--- src/rtl/sa_input_skewer_if.sv ---
// Handshake/data bundle for sa_input_skewer: upstream vector port, skewed array port, status.
// master = the side feeding vectors and consuming skewed lanes; slave = the skewer itself.
interface sa_input_skewer_if #(
  parameter int unsigned DATA_WIDTH = 16,
  parameter int unsigned NUM_LANES  = 4
);
  logic                            in_valid;
  logic                            in_ready;
  logic [NUM_LANES*DATA_WIDTH-1:0] in_data;
  logic                            in_last;
  logic                            out_ready;
  logic [NUM_LANES*DATA_WIDTH-1:0] out_data;
  logic [NUM_LANES-1:0]            out_valid;
  logic                            busy;
  logic                            drain_done;

  modport master (
    output in_valid, in_data, in_last, out_ready,
    input  in_ready, out_data, out_valid, busy, drain_done
  );

  modport slave (
    input  in_valid, in_data, in_last, out_ready,
    output in_ready, out_data, out_valid, busy, drain_done
  );
endinterface

--- src/rtl/sa_input_skewer.sv ---
// Diagonal input skewer for a systolic PE row: lane i is delayed by i+1 advance cycles,
// and after the last vector of a burst zero bubbles are shifted in until the skew is flushed.
module sa_input_skewer #(
  parameter int unsigned DATA_WIDTH = 16,
  parameter int unsigned NUM_LANES  = 4
) (
  input  logic               clk,
  input  logic               rst_n,
  sa_input_skewer_if.slave   sif
);

  localparam int unsigned CntW = $clog2(NUM_LANES) + 1;

  typedef enum logic [1:0] {
    StIdle   = 2'd0,
    StStream = 2'd1,
    StDrain  = 2'd2
  } state_e;

  state_e              r_state;
  state_e              w_state_d;
  logic [CntW-1:0]     r_cnt;
  logic [CntW-1:0]     w_cnt_d;
  logic                r_drain_done;
  logic                w_drain_done_d;
  logic                w_adv;
  logic                w_accept;
  logic [NUM_LANES-1:0] w_lane_busy;

  assign w_adv          = sif.out_ready;
  assign sif.in_ready   = sif.out_ready & (r_state != StDrain);
  assign w_accept       = sif.in_valid & sif.in_ready;
  assign sif.busy       = (r_state != StIdle) | (|w_lane_busy);
  assign sif.drain_done = r_drain_done;

  // Lane i owns i+1 stages; stage 0 takes the new operand or a zero bubble.
  for (genvar gl = 0; gl < NUM_LANES; gl++) begin : g_lane
    localparam int unsigned Depth = gl + 1;

    logic [DATA_WIDTH-1:0] r_dat [Depth];
    logic [Depth-1:0]      r_vld;

    always_ff @(posedge clk or negedge rst_n) begin
      if (!rst_n) begin
        for (int s = 0; s < Depth; s++) begin
          r_dat[s] <= '0;
        end
        r_vld <= '0;
      end else if (w_adv) begin
        r_dat[0] <= w_accept ? sif.in_data[gl*DATA_WIDTH +: DATA_WIDTH] : '0;
        r_vld[0] <= w_accept;
        for (int s = 1; s < Depth; s++) begin
          r_dat[s] <= r_dat[s-1];
          r_vld[s] <= r_vld[s-1];
        end
      end
    end

    assign sif.out_data[gl*DATA_WIDTH +: DATA_WIDTH] = r_dat[Depth-1];
    assign sif.out_valid[gl]                         = r_vld[Depth-1];
    assign w_lane_busy[gl]                           = |r_vld;
  end

  always_comb begin
    w_state_d      = r_state;
    w_cnt_d        = r_cnt;
    w_drain_done_d = 1'b0;
    unique case (r_state)
      StIdle, StStream: begin
        if (w_accept && sif.in_last) begin
          if (NUM_LANES > 1) begin
            w_state_d = StDrain;
            w_cnt_d   = CntW'(NUM_LANES - 1);
          end else begin
            // A single lane has no skew to flush.
            w_state_d      = StIdle;
            w_drain_done_d = 1'b1;
          end
        end else if (w_accept) begin
          w_state_d = StStream;
        end
      end
      StDrain: begin
        if (r_cnt <= CntW'(1)) begin
          w_state_d      = StIdle;
          w_cnt_d        = '0;
          w_drain_done_d = 1'b1;
        end else begin
          w_cnt_d = r_cnt - CntW'(1);
        end
      end
      default: begin
        w_state_d = StIdle;
        w_cnt_d   = '0;
      end
    endcase
  end

  // Everything, including the done pulse, freezes while the array is stalled.
  always_ff @(posedge clk or negedge rst_n) begin
    if (!rst_n) begin
      r_state      <= StIdle;
      r_cnt        <= '0;
      r_drain_done <= 1'b0;
    end else if (w_adv) begin
      r_state      <= w_state_d;
      r_cnt        <= w_cnt_d;
      r_drain_done <= w_drain_done_d;
    end
  end

endmodule

--- src/flat_wrapper.sv ---
// flat-port wrapper written by rule: the top's interface ports become plain ports
module sa_input_skewer_flat 
#(
  parameter int unsigned DATA_WIDTH = 16,
  parameter int unsigned NUM_LANES  = 4
)
  (clk, rst_n, sif_in_valid, sif_in_data, sif_in_last, sif_out_ready, sif_in_ready, sif_out_data, sif_out_valid, sif_busy, sif_drain_done);
  sa_input_skewer_if #(.DATA_WIDTH(DATA_WIDTH), .NUM_LANES(NUM_LANES)) sif_i ();
  input  logic clk;
  input  logic rst_n;
  input wire logic [$bits(sif_i.in_valid)-1:0] sif_in_valid;
  input wire logic [$bits(sif_i.in_data)-1:0] sif_in_data;
  input wire logic [$bits(sif_i.in_last)-1:0] sif_in_last;
  input wire logic [$bits(sif_i.out_ready)-1:0] sif_out_ready;
  output wire logic [$bits(sif_i.in_ready)-1:0] sif_in_ready;
  output wire logic [$bits(sif_i.out_data)-1:0] sif_out_data;
  output wire logic [$bits(sif_i.out_valid)-1:0] sif_out_valid;
  output wire logic [$bits(sif_i.busy)-1:0] sif_busy;
  output wire logic [$bits(sif_i.drain_done)-1:0] sif_drain_done;
  assign sif_i.in_valid = sif_in_valid;
  assign sif_i.in_data = sif_in_data;
  assign sif_i.in_last = sif_in_last;
  assign sif_i.out_ready = sif_out_ready;
  assign sif_in_ready = sif_i.in_ready;
  assign sif_out_data = sif_i.out_data;
  assign sif_out_valid = sif_i.out_valid;
  assign sif_busy = sif_i.busy;
  assign sif_drain_done = sif_i.drain_done;
  sa_input_skewer #(.DATA_WIDTH(DATA_WIDTH), .NUM_LANES(NUM_LANES)) u_core (.clk(clk), .rst_n(rst_n), .sif(sif_i));
endmodule
--- config.mk ---
export PLATFORM = sky130hd
export DESIGN_NAME = sa_input_skewer_flat
export DESIGN_NICKNAME = d
export VERILOG_FILES = /design/src/rtl/sa_input_skewer_if.sv /design/src/rtl/sa_input_skewer.sv /design/src/flat_wrapper.sv
export SDC_FILE = /design/constraint.sdc
export NUM_CORES = 1
export LEC_CHECK = 0
export CAP_MARGIN = 10
export CORE_AREA = 2 2 160 84
export CTS_CLUSTER_SIZE = 25
export DETAILED_ROUTE_END_ITERATION = 10
export DIE_AREA = 0 0 162 86
export PLACE_DENSITY = 0.91
export RECOVER_POWER = 25
export SYNTH_ARGS = -nofsm -noshare
export SYNTH_HDL_FRONTEND = slang
export SYNTH_SLANG_ARGS = --single-unit
export TNS_END_PERCENT = 50
--- constraint.sdc ---
create_clock -name clk -period 2 [get_ports clk]
set_clock_uncertainty 0.1 [all_clocks]
set_input_delay 0.4 -clock clk [delete_from_list [all_inputs] [get_ports clk]]
set_output_delay 0.4 -clock clk [all_outputs]
set_load 0.05 [all_outputs]
---- Yosys cells after proc, flatten, opt, wreduce, memory -nomap -nowiden ----
Cells that the tools add are included.
operators by class
  add/subtract/negate cells ............... 1
  order comparisons ....................... 1
  equal/unequal tests ..................... 6
  multiplexer cells ....................... 13
  bitwise gates (word level) .............. 3
  reduce and logical (&&, ||, !) cells .... 7
operator list
  kind                                                                               count
  16-bit 2-to-1 mux                                                                  4
  10-bit OR reduction                                                                1
  2-bit 2-to-1 mux                                                                   3
  3-bit 2-to-1 mux                                                                   2
  3-bit one-hot mux with 2 select lines                                              1
  2-bit by 1-bit != test with 1-bit output (second input constant)                   2
  2-bit one-hot mux with 2 select lines                                              1
  3-bit by 1-bit less-or-equal comparator with 1-bit output (second input constant)  1
  3-bit by 1-bit != test with 1-bit output (second input constant)                   1
  3-bit AND reduction                                                                1
  3-bit by 1-bit subtractor with 3-bit output (second input constant)                1
  1-bit AND                                                                          2
  2-bit by 1-bit equality test with 1-bit output (second input constant)             1
  2-bit equality test (second input constant)                                        1
  2-bit logical NOT                                                                  1
  1-bit 2-to-1 mux                                                                   2
  2-bit != test (second input constant)                                              1
  2-bit AND reduction                                                                1
  2-bit nonzero test                                                                 1
  2-bit OR reduction                                                                 1
  1-bit logical AND                                                                  1
  1-bit OR                                                                           1
word-level totals
  register bits ........................... 176
  input port bits ......................... 69
  output and inout port bits .............. 71
  logic and storage cells ................. 48

---- Depth between registers and ports, before layout ----
  depth in word-level cells ............... 6
  mapped depth ............................ 6
  gate-level depth less buffers ........... 5

---- Worst setup path before layout ----
Ideal clock, no wire load.
  path type ............................... input-to-output
  start ................................... input port sif_out_ready
  end ..................................... output port sif_in_ready
  arrival ................................. 1487 ps
  required time ........................... 1500 ps
  path slack .............................. 13 ps
  stages .................................. 4
  buffers on the path ..................... 2
  path through ............................ buf_2 > inv_1 > clkbuf_1 > nor2_1
on the way
  word-level cells in the longest chain between the ends .. 1
ends and longest elaborated chain
  element          RTL line               RTL
  start, declared  flat_wrapper.sv:14     input wire logic [$bits(sif_i.out_ready)-1:0] sif_out_ready;
  1-bit AND        sa_input_skewer.sv:31  assign sif.in_ready = sif.out_ready & (r_state != StDrain);
  end, declared    flat_wrapper.sv:15     output wire logic [$bits(sif_i.in_ready)-1:0] sif_in_ready;
Every way passes these cells.

---- Worst setup path in the final report ----
  start ................................... register u_core.r_state[1]
  end ..................................... output port sif_in_ready
on the way
  word-level cells in the longest chain between the ends .. 2
ends and longest elaborated chain
  element                 RTL line                RTL
  start, declared         sa_input_skewer.sv:20   state_e r_state;
  start signal, assigned  sa_input_skewer.sv:102  r_state <= StIdle;
  start signal, assigned  sa_input_skewer.sv:106  r_state <= w_state_d;
  2-bit != test           sa_input_skewer.sv:31
  1-bit AND               sa_input_skewer.sv:31
Every way passes these cells.

==> impl_metrics.py <==
metrics = {
    "synthesis": {
        "synthArstFlopShare_pct": 100,
        "synthTopCellsByArea": "dfrtp_1 (63%), mux2_2 (17%), a22o_1 (8.4%)",
        "synth.mux.area_fraction_pct": 16.6,
        "synth.distinct_cells": 26,
        "synthesis.nets": 517,
        "synth_edf_count": 0,
        "synth-seq-area-share_pct": 63.4,
        "synth_top_family_by_area": "multiplexers",
        "yosys_warnings": 0,
        "synth_simple_gate_area_share_pct": 1.10,
        "syn-instance-count": 446,
        "synth_compound_area_share_pct": 10.1,
        "synth_top_cell_by_area": "dfrtp_1",
        "synth_top_flop_cell": "dfrtp_1",
        "ys_seq_elements": 170,
        "netlist_area_sq_um": 6710,
        "synth_top_area_share_pct": 63.4,
        "synthAdderAreaFrac_pct": 0.373,
        "synth_xor_area_share_pct": 0,
        "avgSynthCellArea_sq_um": 15.0,
    },
    "power_and_ir_drop": {
        "power.leakage_nw": 4.14,
        "seqPwrFrac_pct": 42.9,
        "switching_share_pct": 33.3,
        "total_power_w": 0.0107,
        "vdd_drop_max_mv": 0.645,
        "power.density_nw_per_um2": 1280,
        "power_frac_comb_pct": 27.8,
        "internal-power_w": 0.00711,
        "switchingPower_w": 0.00356,
        "clkPwrFrac_pct": 29.3,
    },
    "cells_and_area": {
        "final_cells": 722,
        "fill_cells": 882,
        "nets": 610,
        "fin_util_pct": 67.2,
        "drive_above_1_share_pct": 34.8,
        "syn_to_final_growth_pct": 24.2,
        "diodes": 0,
    },
    "drt": {
        "routed_wl_microns": 13100,
        "num_vias": 3848,
        "ant_nets": 0,
        "avgRoutedWirePerCell_microns": 18.2,
        "drtPass1Iterations": 4,
        "drtIter0Drc": 157,
        "avgViaCountPerCell": 5.33,
        "post-route-drc-count": 0,
    },
    "sta": {
        "fin_ws_ps": 78.6,
        "slew_headroom_pct": 18.7,
        "tightestPinTransition_ps": 1220,
        "setup_viol": 0,
        "fin_setup_tns_ps": 0,
        "period_needed_ps": 1920,
        "min_period_over_period_pct": 96.1,
        "slew_violations": 0,
        "final_hold_viol_count": 0,
        "fmax_mhz": 520,
        "rsz0062_at_grt": "false",
    },
    "cts": {
        "clock-sinks": 170,
        "cts_max_path_buffers": 2,
        "clkTransAtPathRegs_ps": 60,
        "cts_made_buffers": 17,
        "cts_tree": "done",
        "post-cts-setup-buffers": 0,
        "root_buffer": "clkbuf_16",
        "clk_latency_ps": 410,
        "htree_num_levels": 4,
    },
    "grt": {
        "first_global_vias": 4138,
        "antenna_found_initial": 1,
        "grt_max_degree": 82,
        "grt_pass1_wl_microns": 21500,
        "grtUsageTotal_pct": 20.2,
        "grt-ovfl-total": 0,
    },
    "floorplan": {
        "die_width_microns": 162,
        "core_area_sq_um": 12400,
        "io_pins": 140,
        "die_h_microns": 86,
        "rows": 29,
        "dieArea_sq_um": 13900,
        "start_util_pct": 54.1,
    },
    "critical_path": {
        "worstSetupPathType": "reg2out",
        "worst-endpoint-arrival_ps": 1420,
        "crit_fanout": 10,
        "worstPathRequired_ps": 1500,
        "crit_path_start_kind": "flop",
        "cp-end-kind": "primary output",
    },
    "status": {
        "status": "finished, final reports clean",
    },
    "placement": {
        "portBuffers": 139,
        "dp_cells": 689,
        "place.gp.congestion": 0.897,
        "dp_slack_ps": 143,
        "dpl.hpwl_microns": 8780,
    },
    "worst_hold_path": {
        "hold_class": "in2reg",
    },
    "job": {
        "maxCapViolCount": 0,
    },
}
## placed cells by master, fill, tap and decap left out, drive strengths merged, types with 3 or more instances in the layout
cell           instances
dfrtp                170
mux2                  99
clkdlybuf4s50         66
a22o                  64
buf                   54
clkbuf                27
dlygate4sd2           25
nand2                  6
nor2                   6
inv                    6
clkinvlp               3
clkinv                 3
## worst max-delay path, stage by stage, from the launching register on
cell	delay [ps]
dfrtp_2	480
nor2b_4	170
nor2_1	200
buf_12	170
## state kept, by name (all words and copies together), names as in the netlist
name,flops
u_core.g_lane.r_dat,112
u_core.r_cnt,3
u_core.sif.drain_done,1
u_core.r_state,2
u_core.sif.out_data,48
u_core.g_lane.r_vld,4
## through the flow
stage,instance area (sq um),hold slack (ps)
after floorplan,6710,4.41
after global placement,7820,263
after detailed placement,7820,271
after CTS,8360,218
after global routing,8340,345
final,8340,332
## path summary, 6_finish.rpt
path | slack (ps) | from | endpoint | depth (start not counted)
setup / recovery | 80 | u_core.r_state[1]$_DFFE_PN0P_ | sif_in_ready | 3
hold / removal | 330 | sif_out_ready | u_core.sif.drain_done$_DFFE_PN0P_ | 3
setup reg to reg | 510 | u_core.r_cnt[1]$_DFFE_PN0P_ | u_core.r_cnt[0]$_DFFE_PN0P_ | 5
hold reg to reg | 400 | u_core.g_lane[3].r_dat[32]$_DFFE_PN0P_ | u_core.g_lane[3].r_dat[16]$_DFFE_PN0P_ | 1
max in group asynchronous | 240 | rst_n | u_core.g_lane[3].r_dat[35]$_DFFE_PN0P_ | 3
min in group asynchronous | 670 | rst_n | u_core.sif.out_data[45]$_DFFE_PN0P_ | 2
## area by class of cell
| type | count | area [sq um] | area share [%] |
|---|---|---|---|
| multi-input cells | 196 | 1910 | 22.9 |
| clock buffers | 23 | 478 | 5.73 |
| flip-flops and latches | 170 | 4260 | 51.1 |
| clock inverters | 9 | 88.8 | 1.07 |
| inverters | 4 | 15.0 | 0.180 |
| well taps | 170 | 213 | 2.55 |
| repair buffers | 150 | 1380 | 16.6 |
## routing by layer
metal  vias to the layer above  share of wire, %  GRT usage [%]
li1                       1738                 -              -
met5                         -             0.099              0
met1                      1967                44           26.1
met4                         2              0.97           6.92
met2                       127                46           31.4
met3                        14               8.6           8.32
## synth_stat cells, types with 2 or more instances
library cell and instances:
a21o_1 2, a22o_1 64, a31oi_1 2, buf_2 13
buf_4 54, buf_6 6, clkbuf_1 3, dfrtp_1 170
ha_1 2, inv_1 4, mux2_2 99, nand2_1 6
nor2_1 5, o21ai_0 2, o21bai_1 2, o31ai_1 2
## logic make-up after synthesis
family	after synthesis
buffers and inverters	80
adder cells (fa/ha/maj)	2
multiplexers	99
flip-flops	170
AND/OR/NAND/NOR	15
AO/OA/AOI/OAI	80
## power groups by stage
| stage | Combinational, W | Sequential (W) | Clock, W |
|---|---|---|---|
| after CTS | 0.00299 | 0.00457 | 0.00319 |
| after detailed placement | 0.00306 | 0.00462 | 0 |
| after global placement | 0.00297 | 0.00457 | 0 |
| final | 0.00296 | 0.00458 | 0.00312 |
| after floorplan | 0.00213 | 0.00476 | 0 |
| after global routing | 0.00314 | 0.00467 | 0.00336 |
## repair_timing
item                                    4_1_cts  5_1_grt
endpoints found under the setup margin       25        2
endpoints found under the hold margin        43        0
hold buffers                                  1        0
gates resized for setup                      25        3
No activity file was read; power rests on OpenSTA's default activity.
==> variant 1: new RTL, same flow settings <==
Encoding of `state_e`: now one-hot (3 bits for 3 states).
--- a/src/rtl/sa_input_skewer.sv
+++ b/src/rtl/sa_input_skewer.sv
@@ -11,10 +11,10 @@
 
   localparam int unsigned CntW = $clog2(NUM_LANES) + 1;
 
-  typedef enum logic [1:0] {
-    StIdle   = 2'd0,
-    StStream = 2'd1,
-    StDrain  = 2'd2
+  typedef enum logic [2:0] {
+    StIdle   = 3'b001,
+    StStream = 3'b010,
+    StDrain  = 3'b100
   } state_e;
 
   state_e              r_state;
Behaviour: same outputs for any inputs over 4 cycles, from zero or initial values and one cycle with rst_n low; so few cycles prove little.
==> variant 1 against the unedited design <==
Routed wire length grew 4.0%. Core utilization grew 1.7 points. Design area grew 2.6%. Critical endpoint is now sif_busy. Power shrank 4.6%. Sequential cell count grew 1. Worst setup slack lost 0.057 ns. Via count grew 4.6%. Area after synthesis grew 1.5%. Sequential power shrank 4.8%. Largest cell class unchanged.
==> variant 1: results (changes against the unedited design) <==
| Metric | Value |
|---|---|
| Status | finished, final reports clean |
| Routing usage on met3 | 5.609% (-2.7 points) |
| Worst min-delay path endpoint | u_core.r_state[0] |
| Worst-case register-to-register setup slack | 0.32 ns (-0.19 ns) |
| Most frequent cells after synthesis | 170 x sky130_fd_sc_hd__dfrtp_1, 99 x sky130_fd_sc_hd__mux2_2, 66 x sky130_fd_sc_hd__a22o_1 |
| Critical path data arrival time | 1.48 ns (+0.06 ns) |
| Number of nets in the layout | 627 (+2.8%) |
| GRT Resource Usage Total | 20.38% (+0.15 points) |
| Proportion of power drawn by the clock network | 32.9% (+3.6 points) |
| Max Clk Rate | 505.6 MHz (-2.9%) |
| Iter 0 DRT Violations | 242 (+54%) |
| Critical-path maximum fanout | 5 (-5) |
| Uppermost metal layer occupied by signal nets | met4 |
| Worst slew margin | 23.88% (+5.1 points) |
| Power share of the sequential group | 42.8% (about the same) |
| Worst setup endpoint | sif_busy |
| Worst reg2reg path startpoint | u_core.r_state[1] |
| Register-to-Register Path Depth | 3 (-2) |
| Detailed-placement wirelength estimate | 8.931 mm (+1.7%) |
| Placed cell count | 701 (+1.7%) |
| Total cell area at the placement stage | 7940 um2 (+1.6%) |
| Amount of wire on met2 after detailed routing | 6.628 mm (+9.7%) |
| Fraction of synthesized area in multiplexers | 16.37% (-0.24 points) |
| Initial antenna violation count | 0 (-1) |
| Global-route wire length before repair | 22.08 mm (+2.8%) |
| Tightest hold margin | 0.3613 ns (+0.02901 ns) |
| Arithmetic-cell share of the synthesized area counting full adders, half adders and majority gates | 0.3675% (-0.0054 points) |
| Met3 routed wirelength | 762 um (-32%) |
| Syn nets | 529 (+2.3%) |
| Setup slack at placement | 0.1946 ns (+0.05161 ns) |
| Compound-Gate Fraction of Synth Area | 10.29% (+0.18 points) |
| Internal power component | 6997 uW (-1.6%) |
| Post-route met1 wirelength | 6.174 mm (+6.3%) |
| Routed via count | 4026 (+4.6%) |
| Routing usage on met1 | 27.12% (+1.0 points) |
| Non-filler instance count after layout | 737 (+2.1%) |
| Routability cong. | 0.7628 (-15%) |
variant 1: changes by cell type in the layout (fill, tap and decap cells not counted), sizes merged, moves of 3 or more:
| cell | delta |
|---|---|
| clkbuf | -5 |
| inv | +5 |
| buf | +3 |
| nor2 | -3 |
variant 1: worst max-delay path, cell delays in order (launching register included):
cell and delay [ns]:
sky130_fd_sc_hd__dfstp_2 0.58, sky130_fd_sc_hd__nor3b_4 0.23, sky130_fd_sc_hd__nand2_1 0.10, sky130_fd_sc_hd__buf_6 0.16
variant 1: final cells by class:
| cell class | instances | area (um2) |
|---|---|---|
| multi-input cells | 204 | 2002 |
| clock buffers | 18 | 439.2 |
| flip-flops and latches | 171 | 4282 |
| fillers | 868 | 3861 |
| inverters | 7 | 26.28 |
| well taps | 170 | 212.7 |
| clock inverters | 12 | 163.9 |
| repair buffers | 155 | 1423 |
variant 1: repair_timing:
action	CTS	global route
pin swaps	0	3
gates resized for setup	28	5
endpoints found under the hold margin	14	0
setup endpoints to repair	29	2
buffers inserted	0	5
hold buffers	1	0
==> variant 2: new RTL, same flow settings <==
Without the edit above. `NUM_LANES` is set to 4 in 3 places; all go to 2.
--- a/src/rtl/sa_input_skewer_if.sv
+++ b/src/rtl/sa_input_skewer_if.sv
@@ -2,7 +2,7 @@
 // master = the side feeding vectors and consuming skewed lanes; slave = the skewer itself.
 interface sa_input_skewer_if #(
   parameter int unsigned DATA_WIDTH = 16,
-  parameter int unsigned NUM_LANES  = 4
+  parameter int unsigned NUM_LANES  = 2
 );
   logic                            in_valid;
   logic                            in_ready;
--- a/src/rtl/sa_input_skewer.sv
+++ b/src/rtl/sa_input_skewer.sv
@@ -2,7 +2,7 @@
 // and after the last vector of a burst zero bubbles are shifted in until the skew is flushed.
 module sa_input_skewer #(
   parameter int unsigned DATA_WIDTH = 16,
-  parameter int unsigned NUM_LANES  = 4
+  parameter int unsigned NUM_LANES  = 2
 ) (
   input  logic               clk,
   input  logic               rst_n,
--- a/src/flat_wrapper.sv
+++ b/src/flat_wrapper.sv
@@ -2,7 +2,7 @@
 module sa_input_skewer_flat 
 #(
   parameter int unsigned DATA_WIDTH = 16,
-  parameter int unsigned NUM_LANES  = 4
+  parameter int unsigned NUM_LANES  = 2
 )
   (clk, rst_n, sif_in_valid, sif_in_data, sif_in_last, sif_out_ready, sif_in_ready, sif_out_data, sif_out_valid, sif_busy, sif_drain_done);
   sa_input_skewer_if #(.DATA_WIDTH(DATA_WIDTH), .NUM_LANES(NUM_LANES)) sif_i ();
Ports: changed (resized sif_in_data, sif_out_data and sif_out_valid); port bits go from 140 to 74. No check against the original RTL was run, so the function may have changed too.
==> variant 2 against the unedited design <==
Design area shrank 62%. Sequential share of layout area down 7.4 points. Synthesized cell count is 66% lower. Sequential power shrank 72%. Power is 73% lower. Worst setup slack worse by 0.044 ns. Routed wire length shrank 58%. Sequential cell count fell by 115. Area after synthesis shrank 67%. Highest routed layer is now met4.
==> variant 2: results (changes against the unedited design) <==
| Metric | Value |
|---|---|
| Arithmetic-cell share of the synthesized area counting full adders, half adders and majority gates | 0% (-0.37 points) |
| Fraction of final layout cells sized beyond drive strength 1 | 27.98% (-6.8 points) |
| Via count of the first global-routing pass | 1625 (-61%) |
| Worst reg2reg path startpoint | u_core.r_state[0] |
| Logic inverters | 1 (-3) |
| Largest net degree at the start of global routing | 44 (-46%) |
| PostCTS Resize Cnt | 1 (-96%) |
| Min-delay src | u_core.sif.drain_done |
| Skew-Pair Late Insertion Delay | 0.29 ns (-0.12 ns) |
| Syn nets | 190 (-63%) |
| Sequential share of cell area | 43.66% (-7.4 points) |
| Total of buffers placed on input and output ports | 73 (-47%) |
| Compound-Gate Fraction of Synth Area | 15.34% (+5.2 points) |
| Met3 routed wirelength | 269 um (-76%) |
| Routing usage on met1 | 10.31% (-16 points) |
| GRT Resource Usage Total | 8.231% (-12 points) |
| Detailed-placement wirelength estimate | 4.145 mm (-53%) |
| Slew @ Worst Pin | 0.7540 ns (-0.4648 ns) |
| Iter 0 DRT Violations | 128 (-18%) |
| Share of the yosys chip area belonging to registers | 62.97% (-0.43 points) |
| Number of clock buffers inserted by TritonCTS | 5 (-12) |
| Number of nets in the layout | 254 (-58%) |
| Status | finished, final reports clean |
| Endpoint of the worst-slack reg-to-reg timing path | u_core.g_lane[1].r_dat[28] |
| Met2 track demand over resource in global routing | 13.97% (-17 points) |
| CTS H-tree lvls | 2 (-2) |
| Routing usage on met3 | 2.563% (-5.8 points) |
| Most frequent cells after synthesis | 55 x sky130_fd_sc_hd__dfrtp_1, 33 x sky130_fd_sc_hd__a22o_1, 17 x sky130_fd_sc_hd__buf_4, 17 x sky130_fd_sc_hd__mux2_2 |
| Average cell area after synthesis | 14.29 um2 (-5.0%) |
| Combined area of the multi-input logic cells | 611.8 um2 (-68%) |
| Synth Register Bits | 55 (-68%) |
| Post-synth cell types | 23 (-12%) |
| Number of buffers inserted to repair setup after CTS | 1 (+1) |
| Placed cell count | 377 (-45%) |
| Post-route met1 wirelength | 2.491 mm (-57%) |
## variant 2: cell types whose count changed in the layout (fill, tap and decap cells not counted), moves of 17 or more
cell,unedited run,this run
sky130_fd_sc_hd__dfrtp_1,169,53
sky130_fd_sc_hd__mux2_2,99,17
sky130_fd_sc_hd__dlygate4sd2_1,25,0
sky130_fd_sc_hd__buf_4,48,26
sky130_fd_sc_hd__a22o_1,64,33
sky130_fd_sc_hd__clkdlybuf4s50_1,66,49
## variant 2: power groups by stage
stage | Sequential [uW] | Clock [uW] | Combinational (uW)
final | 1290 | 905 | 736
after floorplan | 1410 | 0 | 384
after global placement | 1310 | 0 | 711
after global routing | 1300 | 993 | 774
after detailed placement | 1310 | 0 | 729
after CTS | 1290 | 944 | 736
## variant 2: per-stage QoR
stage	setup WS [ns]	hold slack (ns)
2_1_floorplan	0.1649	0.004409
5_1_grt	0.001365	0.4299
4_1_cts	0.0008864	0.4033
3_3_place_gp	0.1533	0.2001
3_5_place_dp	0.09193	0.2143
6_report	0.03441	0.4021
